`config.mk`:
```
export PLATFORM = sky130hd
export DESIGN_NAME = memory_cycle_flat
export DESIGN_NICKNAME = d
export VERILOG_FILES = /design/src/rtl/memory_cycle_pkg.sv /design/src/rtl/memory_cycle_if.sv /design/src/rtl/memory_cycle_dmem_if_fsm.sv /design/src/rtl/memory_cycle.sv /design/src/flat_wrapper.sv
export SDC_FILE = /design/constraint.sdc
export NUM_CORES = 1
export LEC_CHECK = 0
export ABC_AREA = 1
export CAP_MARGIN = 20
export CORE_AREA = 2 2 119 121
export CTS_CLUSTER_SIZE = 8
export DETAILED_ROUTE_END_ITERATION = 6
export DIE_AREA = 0 0 121 123
export MAX_ROUTING_LAYER = met4
export PLACE_DENSITY = 0.82
export SLEW_MARGIN = 15
export SYNTH_ARGS = -nofsm -noshare
export SYNTH_HDL_FRONTEND = slang
export SYNTH_SLANG_ARGS = --single-unit
```
`constraint.sdc`:
```
create_clock -name clk -period 3.7 [get_ports clk]
set_input_delay 0.37 -clock clk [delete_from_list [all_inputs] [get_ports clk]]
set_output_delay 0.37 -clock clk [all_outputs]
set_load 0.005 [all_outputs]
```
`src/rtl/memory_cycle_pkg.sv`:
```
// mem_stage_pkg: handshake state encoding and width defaults for the memory stage
package mem_stage_pkg;
  localparam int DATA_W_DEF = 32;
  localparam int RADDR_W_DEF = 5;
  typedef enum logic [1:0] {IDLE, REQ, RESP} state_t;
endpackage

```
`src/rtl/memory_cycle_if.sv`:
```
// memory_cycle_if: M-stage inputs, data-memory handshake and W-stage outputs
// MEM_MISALIGN_TRAP_EN adds the MisalignW signal.
interface memory_cycle_if import mem_stage_pkg::*; #(
  parameter int DATA_W = DATA_W_DEF,
  parameter int RADDR_W = RADDR_W_DEF
);
  logic RegWriteM, MemWriteM, ResultSrcM;
  logic [RADDR_W-1:0] RD_M;
  logic [DATA_W-1:0] PCPlus4M, WriteDataM, ALU_ResultM;
  logic DMemReq, DMemWe, DMemGnt, DMemRValid;
  logic [DATA_W-1:0] DMemAddr, DMemWData, DMemRData;
  logic StallM;
  logic RegWriteW, ResultSrcW;
  logic [RADDR_W-1:0] RD_W;
  logic [DATA_W-1:0] PCPlus4W, ALU_ResultW, ReadDataW;
`ifdef MEM_MISALIGN_TRAP_EN
  logic MisalignW;
`endif
  modport slave (
`ifdef MEM_MISALIGN_TRAP_EN
    output MisalignW,
`endif
    input RegWriteM, MemWriteM, ResultSrcM, RD_M, PCPlus4M, WriteDataM, ALU_ResultM,
    input DMemGnt, DMemRValid, DMemRData,
    output DMemReq, DMemWe, DMemAddr, DMemWData, StallM,
    output RegWriteW, ResultSrcW, RD_W, PCPlus4W, ALU_ResultW, ReadDataW
  );
  modport master (
`ifdef MEM_MISALIGN_TRAP_EN
    input MisalignW,
`endif
    output RegWriteM, MemWriteM, ResultSrcM, RD_M, PCPlus4M, WriteDataM, ALU_ResultM,
    output DMemGnt, DMemRValid, DMemRData,
    input DMemReq, DMemWe, DMemAddr, DMemWData, StallM,
    input RegWriteW, ResultSrcW, RD_W, PCPlus4W, ALU_ResultW, ReadDataW
  );
endinterface

```
`src/rtl/memory_cycle_dmem_if_fsm.sv`:
```
// dmem_if_fsm: data-memory request/grant/response handshake, producing request, completion and stall
module dmem_if_fsm import mem_stage_pkg::*; (
  input  logic clk,
  input  logic rst,
  input  logic mem_write_i,
  input  logic result_src_i,
  input  logic misalign_i,
  input  logic gnt_i,
  input  logic rvalid_i,
  output logic dmem_req_o,
  output logic complete_o,
  output logic stall_m_o
);
  state_t state_q, state_d;
  logic op, access;
  always_comb begin
    op = mem_write_i | result_src_i;
    access = op & !misalign_i;
    dmem_req_o = rst & (((state_q == IDLE) & access) | (state_q == REQ));
    complete_o = !op | misalign_i | (mem_write_i & gnt_i & dmem_req_o) | ((state_q == RESP) & rvalid_i);
    stall_m_o = rst & op & !complete_o;
    state_d = dmem_req_o ? (!gnt_i ? REQ : mem_write_i ? IDLE : RESP)
            : ((state_q == RESP) & rvalid_i) ? IDLE : state_q;
  end
  always_ff @(posedge clk or negedge rst)
    if (!rst) state_q <= IDLE;
    else state_q <= state_d;
endmodule

```
`src/rtl/memory_cycle.sv`:
```
// memory_cycle: memory pipeline stage with data-memory handshake and MEM/WB register
// MEM_MISALIGN_TRAP_EN turns misaligned accesses into a one-cycle MisalignW trap.
module memory_cycle import mem_stage_pkg::*; #(
  parameter int DATA_W = DATA_W_DEF,
  parameter int RADDR_W = RADDR_W_DEF
) (
  input logic clk,
  input logic rst,
  memory_cycle_if.slave bus
);
  logic complete, stall, mis, load;
  logic reg_write_q, reg_write_d, result_src_q, result_src_d;
  logic [RADDR_W-1:0] rd_q, rd_d;
  logic [DATA_W-1:0] pc4_q, pc4_d, alu_q, alu_d, rdata_q, rdata_d;
`ifdef MEM_MISALIGN_TRAP_EN
  logic misalign_q;
  assign mis = (bus.MemWriteM | bus.ResultSrcM) & (|bus.ALU_ResultM[1:0]);
  assign bus.MisalignW = misalign_q;
  always_ff @(posedge clk or negedge rst)
    if (!rst) misalign_q <= 1'b0;
    else misalign_q <= complete & mis;
`else
  assign mis = 1'b0;
`endif
  dmem_if_fsm u_fsm (
    .clk          (clk),
    .rst          (rst),
    .mem_write_i  (bus.MemWriteM),
    .result_src_i (bus.ResultSrcM),
    .misalign_i   (mis),
    .gnt_i        (bus.DMemGnt),
    .rvalid_i     (bus.DMemRValid),
    .dmem_req_o   (bus.DMemReq),
    .complete_o   (complete),
    .stall_m_o    (stall)
  );
  assign bus.StallM = stall;
  assign bus.DMemWe = bus.DMemReq & bus.MemWriteM;
  assign bus.DMemAddr = {bus.ALU_ResultM[DATA_W-1:2], 2'b00};
  assign bus.DMemWData = bus.WriteDataM;
  assign load = bus.ResultSrcM & !bus.MemWriteM & !mis;
  // an incomplete op leaves a bubble in W; data fields keep their last values
  always_comb begin
    reg_write_d = complete & bus.RegWriteM & !mis;
    result_src_d = complete & bus.ResultSrcM;
    rd_d = complete ? bus.RD_M : '0;
    pc4_d = complete ? bus.PCPlus4M : pc4_q;
    alu_d = complete ? bus.ALU_ResultM : alu_q;
    rdata_d = (complete & load) ? bus.DMemRData : rdata_q;
  end
  always_ff @(posedge clk or negedge rst)
    if (!rst) begin
      reg_write_q <= 1'b0;
      result_src_q <= 1'b0;
      rd_q <= '0;
      pc4_q <= '0;
      alu_q <= '0;
      rdata_q <= '0;
    end else begin
      reg_write_q <= reg_write_d;
      result_src_q <= result_src_d;
      rd_q <= rd_d;
      pc4_q <= pc4_d;
      alu_q <= alu_d;
      rdata_q <= rdata_d;
    end
  assign bus.RegWriteW = reg_write_q;
  assign bus.ResultSrcW = result_src_q;
  assign bus.RD_W = rd_q;
  assign bus.PCPlus4W = pc4_q;
  assign bus.ALU_ResultW = alu_q;
  assign bus.ReadDataW = rdata_q;
endmodule

```
`src/flat_wrapper.sv`:
```
// flat-port wrapper written by rule: the top's interface ports become plain ports
module memory_cycle_flat import mem_stage_pkg::*;
#(
  parameter int DATA_W = DATA_W_DEF,
  parameter int RADDR_W = RADDR_W_DEF
)
  (clk, rst, bus_RegWriteM, bus_MemWriteM, bus_ResultSrcM, bus_RD_M, bus_PCPlus4M, bus_WriteDataM, bus_ALU_ResultM, bus_DMemGnt, bus_DMemRValid, bus_DMemRData, bus_DMemReq, bus_DMemWe, bus_DMemAddr, bus_DMemWData, bus_StallM, bus_RegWriteW, bus_ResultSrcW, bus_RD_W, bus_PCPlus4W, bus_ALU_ResultW, bus_ReadDataW);
  memory_cycle_if #(.DATA_W(DATA_W), .RADDR_W(RADDR_W)) bus_i ();
  input logic clk;
  input logic rst;
  input wire logic [$bits(bus_i.RegWriteM)-1:0] bus_RegWriteM;
  input wire logic [$bits(bus_i.MemWriteM)-1:0] bus_MemWriteM;
  input wire logic [$bits(bus_i.ResultSrcM)-1:0] bus_ResultSrcM;
  input wire logic [$bits(bus_i.RD_M)-1:0] bus_RD_M;
  input wire logic [$bits(bus_i.PCPlus4M)-1:0] bus_PCPlus4M;
  input wire logic [$bits(bus_i.WriteDataM)-1:0] bus_WriteDataM;
  input wire logic [$bits(bus_i.ALU_ResultM)-1:0] bus_ALU_ResultM;
  input wire logic [$bits(bus_i.DMemGnt)-1:0] bus_DMemGnt;
  input wire logic [$bits(bus_i.DMemRValid)-1:0] bus_DMemRValid;
  input wire logic [$bits(bus_i.DMemRData)-1:0] bus_DMemRData;
  output wire logic [$bits(bus_i.DMemReq)-1:0] bus_DMemReq;
  output wire logic [$bits(bus_i.DMemWe)-1:0] bus_DMemWe;
  output wire logic [$bits(bus_i.DMemAddr)-1:0] bus_DMemAddr;
  output wire logic [$bits(bus_i.DMemWData)-1:0] bus_DMemWData;
  output wire logic [$bits(bus_i.StallM)-1:0] bus_StallM;
  output wire logic [$bits(bus_i.RegWriteW)-1:0] bus_RegWriteW;
  output wire logic [$bits(bus_i.ResultSrcW)-1:0] bus_ResultSrcW;
  output wire logic [$bits(bus_i.RD_W)-1:0] bus_RD_W;
  output wire logic [$bits(bus_i.PCPlus4W)-1:0] bus_PCPlus4W;
  output wire logic [$bits(bus_i.ALU_ResultW)-1:0] bus_ALU_ResultW;
  output wire logic [$bits(bus_i.ReadDataW)-1:0] bus_ReadDataW;
  assign bus_i.RegWriteM = bus_RegWriteM;
  assign bus_i.MemWriteM = bus_MemWriteM;
  assign bus_i.ResultSrcM = bus_ResultSrcM;
  assign bus_i.RD_M = bus_RD_M;
  assign bus_i.PCPlus4M = bus_PCPlus4M;
  assign bus_i.WriteDataM = bus_WriteDataM;
  assign bus_i.ALU_ResultM = bus_ALU_ResultM;
  assign bus_i.DMemGnt = bus_DMemGnt;
  assign bus_i.DMemRValid = bus_DMemRValid;
  assign bus_i.DMemRData = bus_DMemRData;
  assign bus_DMemReq = bus_i.DMemReq;
  assign bus_DMemWe = bus_i.DMemWe;
  assign bus_DMemAddr = bus_i.DMemAddr;
  assign bus_DMemWData = bus_i.DMemWData;
  assign bus_StallM = bus_i.StallM;
  assign bus_RegWriteW = bus_i.RegWriteW;
  assign bus_ResultSrcW = bus_i.ResultSrcW;
  assign bus_RD_W = bus_i.RD_W;
  assign bus_PCPlus4W = bus_i.PCPlus4W;
  assign bus_ALU_ResultW = bus_i.ALU_ResultW;
  assign bus_ReadDataW = bus_i.ReadDataW;
  memory_cycle #(.DATA_W(DATA_W), .RADDR_W(RADDR_W)) u_core (.clk(clk), .rst(rst), .bus(bus_i));
endmodule
```
==> results of run 1 <==
## cell type report
cell class                      instances  area share
Clock buffer                           12     0.03861
Sequential cell                       105      0.3806
Inverter                               14    0.007613
Timing Repair Buffer                  249      0.3585
Multi-Input combinational cell        316      0.1800
Clock inverter                          2    0.001994
Tap cell                              180     0.03263
## routing by layer
metal,global-route usage,share of wire,up-vias
li1,-,-,1869
met1,0.2069,0.43,1754
met2,0.2416,0.46,154
met3,0.04105,0.077,29
met4,0.08648,0.033,0
met5,-,0,-
## flip-flops by register name, indices dropped and copies added (netlist names)
signal                  flops
u_core.bus.RD_W             5
u_core.bus.ALU_ResultW     32
u_core.bus.RegWriteW        1
u_core.u_fsm.state_q        2
u_core.bus.ResultSrcW       1
u_core.bus.ReadDataW       32
u_core.bus.PCPlus4W        32
## synth_stat cells
library cell	instances	area [um^2]
nand3_1	33	165.2
buf_2	16	80.08
clkinv_1	1	3.750
clkbuf_1	3	11.26
nand2_2	2	12.51
conb_1	1	3.750
a21oi_1	1	5.000
nor2_1	15	56.30
nand2_1	262	983.4
dfrtp_1	105	2628
buf_4	65	488.0
buf_6	3	33.78
o21ai_0	1	5.000
inv_2	1	3.750
inv_1	12	45.04
## cells by family (layout without fill, tap and decap cells)
family | Yosys count | count (layout) | share of synthesized area
and+or+nand+nor | 312 | 312 | 0.2691
DFF | 105 | 105 | 0.5808
AOI/OAI and AO/OA | 2 | 2 | 0.002210
other | 1 | 2 | 0.0008289
buffers and inverters | 101 | 277 | 0.1471
## metrics by stage
stage | total power [W] | instance area, um^2 | hold WS (ns)
after floorplan | 0.002435 | 4528 | 0.07441
after global placement | 0.003541 | 6623 | 0.4524
after detailed placement | 0.003587 | 6623 | 0.4576
after CTS | 0.004519 | 6903 | 0.1517
after global routing | 0.004750 | 6903 | 0.1821
final | 0.004448 | 6903 | 0.1512
## where the power goes
| group | internal (W) | total, W | switching (W) |
|---|---|---|---|
| logic | 0.00103 | 0.00172 | 0.000690 |
| clock network | 0.000504 | 0.000905 | 0.000401 |
| registers | 0.00158 | 0.00182 | 0.000234 |
## how the worst max path moves through the flow
stage	end	slack (ns)
5_1_grt	bus_StallM	0.88
4_1_cts	bus_StallM	1.06
3_5_place_dp	bus_StallM	1.07
6_report	bus_StallM	1.10
2_1_floorplan	bus_StallM	2.31
3_3_place_gp	bus_StallM	1.09
==> flow_summary_export.csv, run 1 <==
group,metric,value,unit
final_layout,final-seq-area,2628,um^2
clock_network,hold_buffers,0,
worst_hold_path,hp-class,"in -> async",
final_layout,mostFrequentLayoutCells,"nand2_1 (262), clkdlybuf4s50_1 (242), dfrtp_1 (105), nand3_1 (33), nor2_1 (14)",
clock_network,cts_resized,0,
final_layout,final_nets,835,
drt,avgRoutedWirePerCell,13.67,um
worst_setup_path,required,3.33,ns
worst_setup_path,path_cells,"clkdlybuf4s50_1 -> nor2_1 -> nand2_1 -> nand3_1 -> nand2_4 -> nor2_1 -> clkdlybuf4s50_1",
final_layout,n_antenna_cell,0,
synthesis,synthesis.area,4524,um^2
worst_setup_path,worstSetupPathType,"in -> out",
sta,tns,0,ns
worst_setup_path,cp_slowest_cell,"clkdlybuf4s50_1",
floorplanning,die_w,121,um
clock_network,clk_pin_slew_worst_paths,0.07,ns
sta,fin_crit_sh,0.7039,
worst_setup_path,end_kind,"output port",
synthesis,syn_inst,521,
worst_setup_path,crit_start,"bus_MemWriteM",
synthesis,yosysSeqAreaShare,0.5808,
worst_setup_path,critPathBufInv,2,
global_route,grt_pass1_vias,3506,
sta,period_minus_slack,2.604,ns
floorplanning,fp-row-count,43,
sta,finClkSkew,0.006186,ns
drt,ant_nets,0,
sta,slew_headroom,0.4772,
global_route,grt_pass1_wl,18220,um
global_route,antenna_found_initial,0,
clock_network,clk_latency,0.34,ns
final_layout,num-fill-cells,1263,
synthesis,synth_seq_cells,105,
place,pre_cts_ws,1.074,ns
clock_network,cts_max_path_buffers,2,
place,place_inst,864,
worst_setup_path,reg2reg_to,"u_core.bus.ALU_ResultW[16]",
floorplanning,num_io_pins,310,
drt,wirelength,12000,um
worst_setup_path,cp_data_arrival_time,2.23,ns
final_layout,final_util,0.5071,
clock_network,cts_setup_buffers,0,
sta,tightest_slew,0.7842,ns
power,p_per_area,644.4,nW/um^2
place,port_buffers,243,
clock_network,root_buffer,"clkbuf_16",
worst_setup_path,reg2reg_from,"u_core.u_fsm.state_q[1]",
drt,drtIter0Drc,157,
final_layout,areaGrowthSynthToFinish,52.57,%
floorplanning,core-area,13610,um^2
place,gp_congestion,0.7930,
sta,postLayoutSetupSlackWorst,1.096,ns
sta,setup_viol,0,
final_layout,stdcell_count,878,
flow_run,drv_cap,0,
global_route,overflow,0,
clock_network,cts_buffers,9,
clock_network,htreeDepth,3,
place,dp_hpwl,8799,um
worst_setup_path,critical_path.top_delay_family,"buffers and inverters",
worst_setup_path,cp.depth,7,
global_route,grtUsageTotal,0.1633,
final_layout,final_common_cell,"nand2_1",
drt,drc_errors,0,
clock_network,clock_sinks,105,
worst_setup_path,rr_worst_depth,8,
synthesis,avgSynthCellArea,8.684,um^2
sta,rsz0062_at_grt,"no",
clock_network,cts_tree,"yes",
floorplanning,dieArea,14880,um^2
worst_setup_path,path_max_fanout,50,
worst_setup_path,reg2reg_slack,1.71,ns
final_layout,multiInputGateArea,1242,um^2
sta,slew_violations,0,
drt,avgViaCountPerCell,4.335,
worst_setup_path,worstSetupStartpointType,"input port",
sta,max_freq,384.0,MHz
worst_setup_path,slowest_delay,0.52,ns
synthesis,synth_cell_types,15,
drt,drtPass1Iterations,4,
sta,hold_viol,0,
floorplanning,start_util,0.3324,
power,vdd_ir_drop_max,351.5,uV
global_route,grt_max_degree,64,
final_layout,drive_gt1_frac,0.03582,
status,status,"finished, final reports clean",
synthesis,yosys_warnings,0,
floorplanning,die_h,123,um
power,p_leak,3.357,nW
drt,vias,3806,
No activity file was read; power rests on OpenSTA's default activity.
==> run 2, diff against run 1 <==
--- a/config.mk
+++ b/config.mk
@@ -7,10 +7,10 @@
 export LEC_CHECK = 0
 export ABC_AREA = 1
 export CAP_MARGIN = 20
-export CORE_AREA = 2 2 119 121
+export CORE_AREA = 2 2 122 124
 export CTS_CLUSTER_SIZE = 8
 export DETAILED_ROUTE_END_ITERATION = 6
-export DIE_AREA = 0 0 121 123
+export DIE_AREA = 0 0 124 126
 export MAX_ROUTING_LAYER = met4
 export PLACE_DENSITY = 0.82
 export SLEW_MARGIN = 15
==> constraint.sdc (replaced) <==
create_clock -name clk -period 2.3 [get_ports clk]
set_input_delay 0.23 -clock clk [delete_from_list [all_inputs] [get_ports clk]]
set_output_delay 0.23 -clock clk [all_outputs]
set_load 0.005 [all_outputs]
==> run 2 against run 1 <==
  * Utilization is 2.3 points lower
  * Largest power group unchanged
  * Combinational power is 62% higher
  * Clock power is 64% higher
  * Register-to-register slack worse by 1.0 ns
  * Setup slack worse by 0.87 ns
  * Critical path depth stayed put
  * Sequential power is 60% higher
  * Clock skew hardly changed
  * First-iteration DRC count is 29% lower
==> flow_summary_export.csv, run 2 (synthesis gave the netlist of run 1 again) <==
group,metric,value,unit
clock_network,cts_max_path_buffers,2,
drt,avgViaCountPerCell,4.314,
worst_setup_path,required,2.07,ns
clock_network,clk_latency,0.34,ns
worst_setup_path,cp_slowest_cell,"clkdlybuf4s50_1",
sta,setup_viol,0,
floorplanning,dieArea,15620,um^2
sta,slew_headroom,0.5392,
clock_network,clk_pin_slew_worst_paths,0.07,ns
final_layout,final_common_cell,"nand2_1",
worst_setup_path,end_kind,"output port",
clock_network,root_buffer,"clkbuf_16",
global_route,overflow,0,
clock_network,clock_sinks,105,
clock_network,cts_tree,"yes",
place,port_buffers,243,
floorplanning,die_h,126,um
power,p_leak,3.359,nW
clock_network,cts_setup_buffers,0,
drt,wl_met1,4923,um
final_layout,stdcell_count,884,
global_route,grtUsageTotal,0.1614,
power,p_per_area,1037,nW/um^2
flow_run,drv_cap,0,
place,dp_hpwl,8994,um
drt,drc_errors,0,
power,vdd_ir_drop_max,476.9,uV
worst_setup_path,cp_data_arrival_time,1.85,ns
final_layout,areaGrowthSynthToFinish,53.10,%
sta,period_minus_slack,2.077,ns
sta,tns,0,ns
sta,slew_violations,0,
worst_setup_path,critical_path.top_delay_family,"buffers and inverters",
worst_setup_path,worstSetupStartpointType,"input port",
worst_setup_path,path_cells,"clkdlybuf4s50_1 -> nor2_1 -> nand2_1 -> nand3_1 -> nand2_4 -> nor2_1 -> clkdlybuf4s50_1",
worst_hold_path,hp-class,"in -> async",
final_layout,mostFrequentLayoutCells,"nand2_1 (262), clkdlybuf4s50_1 (242), dfrtp_1 (105), nand3_1 (33), nor2_1 (14)",
final_layout,final_nets,836,
floorplanning,start_util,0.3161,
worst_setup_path,slowest_delay,0.51,ns
worst_setup_path,critPathBufInv,2,
sta,rsz0062_at_grt,"no",
clock_network,hold_buffers,0,
sta,hold_viol,0,
sta,tightest_slew,0.6912,ns
floorplanning,die_w,124,um
final_layout,drive_gt1_frac,0.03429,
clock_network,cts_resized,0,
drt,wirelength,12100,um
drt,drtIter0Drc,112,
drt,vias,3814,
drt,top_layer,"met4",
drt,wl_met3,934,um
sta,fin_crit_sh,0.9030,
final_layout,final_util,0.4839,
worst_setup_path,worstSetupPathType,"in -> out",
drt,avgRoutedWirePerCell,13.69,um
clock_network,cts_buffers,9,
global_route,grt_pass1_vias,3714,
floorplanning,fp-row-count,44,
final_layout,n_antenna_cell,0,
place,place_inst,869,
worst_setup_path,path_max_fanout,13,
status,status,"finished, final reports clean",
global_route,antenna_found_initial,0,
sta,finClkSkew,0.006048,ns
global_route,grt_max_degree,55,
floorplanning,num_io_pins,310,
clock_network,htreeDepth,3,
drt,ant_nets,0,
global_route,grt_pass1_wl,18890,um
floorplanning,core-area,14310,um^2
sta,max_freq,481.5,MHz
place,gp_congestion,0.7938,
drt,dr_wl_met2,5751,um
drt,drtPass1Iterations,4,
[run 2: changes by cell type in the layout (fill, tap and decap cells not counted)]
| cell | change |
|---|---|
| buf_12 | +1 |
| clkinvlp_4 | +1 |
| clkinv_4 | -1 |
| clkbuf_1 | +3 |
| bufinv_16 | +1 |
| clkbuf_8 | -3 |
[run 2: stage by stage]
stage               cell area (um^2)  total power, W  worst slack [ns]  hold slack [ns]
global route                    6927        0.007711           0.08157           0.1141
CTS                             6927        0.007313            0.2194          0.07507
detailed placement              6648        0.005787            0.2269           0.4526
global placement                6648        0.005717            0.2715           0.4489
floorplan                       4528        0.003916             1.101         -0.06559
finish                          6927        0.007180            0.2231          0.05446
[run 2: worst paths after layout]
kind                       cells past startpoint  slack, ns                  endpoint                     from
setup / recovery                               7       0.22                bus_StallM            bus_MemWriteM
hold / removal                                 2       0.05        u_core.bus.RD_W[2]                      rst
setup reg to reg                               6       0.71   u_core.bus.PCPlus4W[19]  u_core.u_fsm.state_q[1]
hold reg to reg                                2       0.47   u_core.bus.PCPlus4W[29]  u_core.bus.PCPlus4W[29]
max in group asynchronous                      2       1.76  u_core.bus.ReadDataW[28]                      rst
min in group clk                               3       0.40        u_core.bus.RD_W[2]              bus_RD_M[2]
[run 2: cell type report]
| class | count | area, um^2 |
|---|---|---|
| clock inverter | 3 | 42.54 |
| inverter | 14 | 52.55 |
| clock buffer | 12 | 236.5 |
| timing repair buffer | 250 | 2495 |
| multi-input combinational | 316 | 1242 |
| fill | 1361 | 7387 |
| sequential | 105 | 2628 |
| tap | 184 | 230.2 |
[run 2: metal layers]
layer | up-vias | GRT usage
met3 | 35 | 0.03940
met5 | - | -
met4 | 0 | 0.08724
met1 | 1756 | 0.1916
li1 | 1870 | -
met2 | 153 | 0.2511
[run 2: power breakdown]
group | total [W] | switching, W | internal [W]
logic | 0.00279 | 0.00111 | 0.00168
registers | 0.00291 | 0.000365 | 0.00255
clock network | 0.00148 | 0.000639 | 0.000838
total | 0.00718 | 0.00211 | 0.00507
==> run 3, diff against run 2 <==
==> constraint.sdc (replaced) <==
create_clock -name clk -period 2.3 [get_ports clk]
set_input_delay 0.575 -clock clk [delete_from_list [all_inputs] [get_ports clk]]
set_output_delay 0.575 -clock clk [all_outputs]
set_load 0.005 [all_outputs]
==> run 3 against run 2 <==
  * Critical endpoint unchanged
  * Cell count rose by 0.45%
  * Utilization rose by 0.87 points
  * Largest power group unchanged
  * Global-route usage fell by 0.36 points
  * Cell area rose by 1.8%
  * Count of clock-buffer cells in the layout fell by 1
  * Non-clock buffer count rose by 5
  * Hold slack improved by 0.25 ns
  * Critical path type unchanged
==> flow_summary_export.csv, run 3 (synthesis gave the netlist of run 1 again) <==
group,metric,value,unit
global_route,grt_max_degree,106,
floorplanning,core-area,14310,um^2
global_route,grt_pass1_wl,18590,um
clock_network,clk_pin_slew_worst_paths,0.07,ns
clock_network,clock_sinks,105,
worst_setup_path,path_max_fanout,2,
clock_network,hold_buffers,0,
worst_setup_path,required,1.73,ns
sta,hold_ws,0.3082,ns
clock_network,htreeDepth,3,
worst_setup_path,cp_common_cell,"nor2_1",
place,port_buffers,243,
sta,fin_crit_sh,0.9677,
drt,wirelength,12300,um
final_layout,final-seq-area,2628,um^2
worst_setup_path,critical_path.top_delay_family,"buffers and inverters",
flow_run,drv_cap,0,
sta,finClkSkew,0.005368,ns
worst_setup_path,cp_slowest_cell,"clkdlybuf4s50_1",
final_layout,n_antenna_cell,0,
worst_hold_path,hp-class,"in -> async",
drt,avgViaCountPerCell,4.352,
worst_setup_path,worstSetupStartpointType,"input port",
power,vdd_ir_drop_max,448.6,uV
worst_setup_path,worstSetupPathType,"in -> out",
final_layout,stdcell_count,888,
worst_setup_path,rr_worst_depth,9,
global_route,grtUsageTotal,0.1579,
final_layout,drive_gt1_frac,0.05114,
final_layout,final_nets,841,
final_layout,num-fill-cells,1344,
global_route,antenna_found_initial,0,
drt,drtIter0Drc,145,
floorplanning,dieArea,15620,um^2
worst_setup_path,reg2reg_from,"u_core.u_fsm.state_q[1]",
place,gp_congestion,0.7752,
drt,vias,3865,
status,status,"finished, final reports clean",
worst_setup_path,end_kind,"output port",
floorplanning,start_util,0.3161,
power,p_leak,3.434,nW
place,place_inst,874,
power,p_per_area,1051,nW/um^2
sta,slew_headroom,0.6011,
clock_network,cts_buffers,9,
sta,max_freq,449.3,MHz
sta,period_minus_slack,2.226,ns
clock_network,root_buffer,"clkbuf_16",
clock_network,clk_latency,0.33,ns
clock_network,cts_setup_buffers,0,
final_layout,multiInputGateArea,1257,um^2
worst_setup_path,reg2reg_to,"u_core.bus.ReadDataW[24]",
drt,drtPass1Iterations,4,
floorplanning,die_w,124,um
final_layout,final_util,0.4927,
worst_setup_path,crit_start,"bus_DMemRValid",
final_layout,final_area,7052,um^2
worst_setup_path,slowest_delay,0.45,ns
clock_network,cts_max_path_buffers,2,
place,dp_hpwl,8838,um
worst_setup_path,critPathBufInv,2,
sta,setup_viol,0,
global_route,overflow,0,
final_layout,areaGrowthSynthToFinish,55.86,%
final_layout,mostFrequentLayoutCells,"nand2_1 (260), clkdlybuf4s50_1 (238), dfrtp_1 (105), nand3_1 (32)",
drt,ant_nets,0,
floorplanning,num_io_pins,310,
place,placed_area,6723,um^2
sta,hold_viol,0,
clock_network,cts_tree,"yes",
sta,slew_violations,0,
drt,avgRoutedWirePerCell,13.85,um
worst_setup_path,cp_data_arrival_time,1.65,ns
drt,drc_errors,0,
global_route,grt_pass1_vias,3686,
sta,tightest_slew,0.5984,ns
floorplanning,die_h,126,um
floorplanning,fp-row-count,44,
worst_setup_path,reg2reg_slack,0.37,ns
worst_setup_path,path_cells,"clkdlybuf4s50_1 -> nand2_1 -> nor2_1 -> nor2_2 -> nand2_4 -> nor2_1 -> dlygate4sd2_1",
final_layout,final_common_cell,"nand2_1",
-- run 3: changes by cell type in the layout (fill, tap and decap cells not counted), moves of 3 or more --
cell	change
clkbuf_1	-3
buf_12	+3
clkdlybuf4s50_1	-4
dlygate4sd2_1	+3
-- run 3: metrics by stage --
| stage | setup WS (ns) | power (W) | setup TNS, ns |
|---|---|---|---|
| 6_report | 0.07439 | 0.007410 | 0 |
| 4_1_cts | 0.06404 | 0.007519 | 0 |
| 3_3_place_gp | -0.2848 | 0.005766 | -7.462 |
| 2_1_floorplan | 0.4999 | 0.003916 | 0 |
| 3_5_place_dp | -0.3362 | 0.005833 | -11.13 |
| 5_1_grt | -0.009574 | 0.007895 | -0.009574 |
-- run 3: routing by layer --
layer	up-vias	wire, um	GRT usage
met5	-	0	-
met3	33	1035	0.04348
met4	0	442	0.08063
li1	1872	-	-
met2	165	5862	0.2515
met1	1795	4959	0.1810
-- run 3: worst max path at each step --
stage                        to  slack (ns)  depth (start not counted)
floorplan            bus_StallM        0.50                          6
global placement     bus_StallM       -0.28                          7
detailed placement   bus_StallM       -0.34                          6
CTS                 bus_DMemReq        0.06                          6
global route        bus_DMemReq       -0.01                          4
finish               bus_StallM        0.07                          7
-- run 3: where the power goes --
| group | switching [W] | internal (W) | total, W |
|---|---|---|---|
| registers | 0.000367 | 0.00255 | 0.00292 |
| logic | 0.00114 | 0.00172 | 0.00286 |
| clock network | 0.000639 | 0.00100 | 0.00164 |
| total | 0.00214 | 0.00527 | 0.00741 |
-- run 3: final cells by class --
class	instances	share of cell area
inverters	14	0.007452
repair buffers	255	0.3639
flip-flops and latches	105	0.3726
multi-input cells	316	0.1783
well taps	184	0.03265
clock inverters	3	0.009226
clock buffers	11	0.03584
-- run 3: what timing repair did --
action | in CTS | in global routing
pin swaps | 1 | 0
gates resized for setup | 7 | 3
setup endpoints to repair | 3 | 1
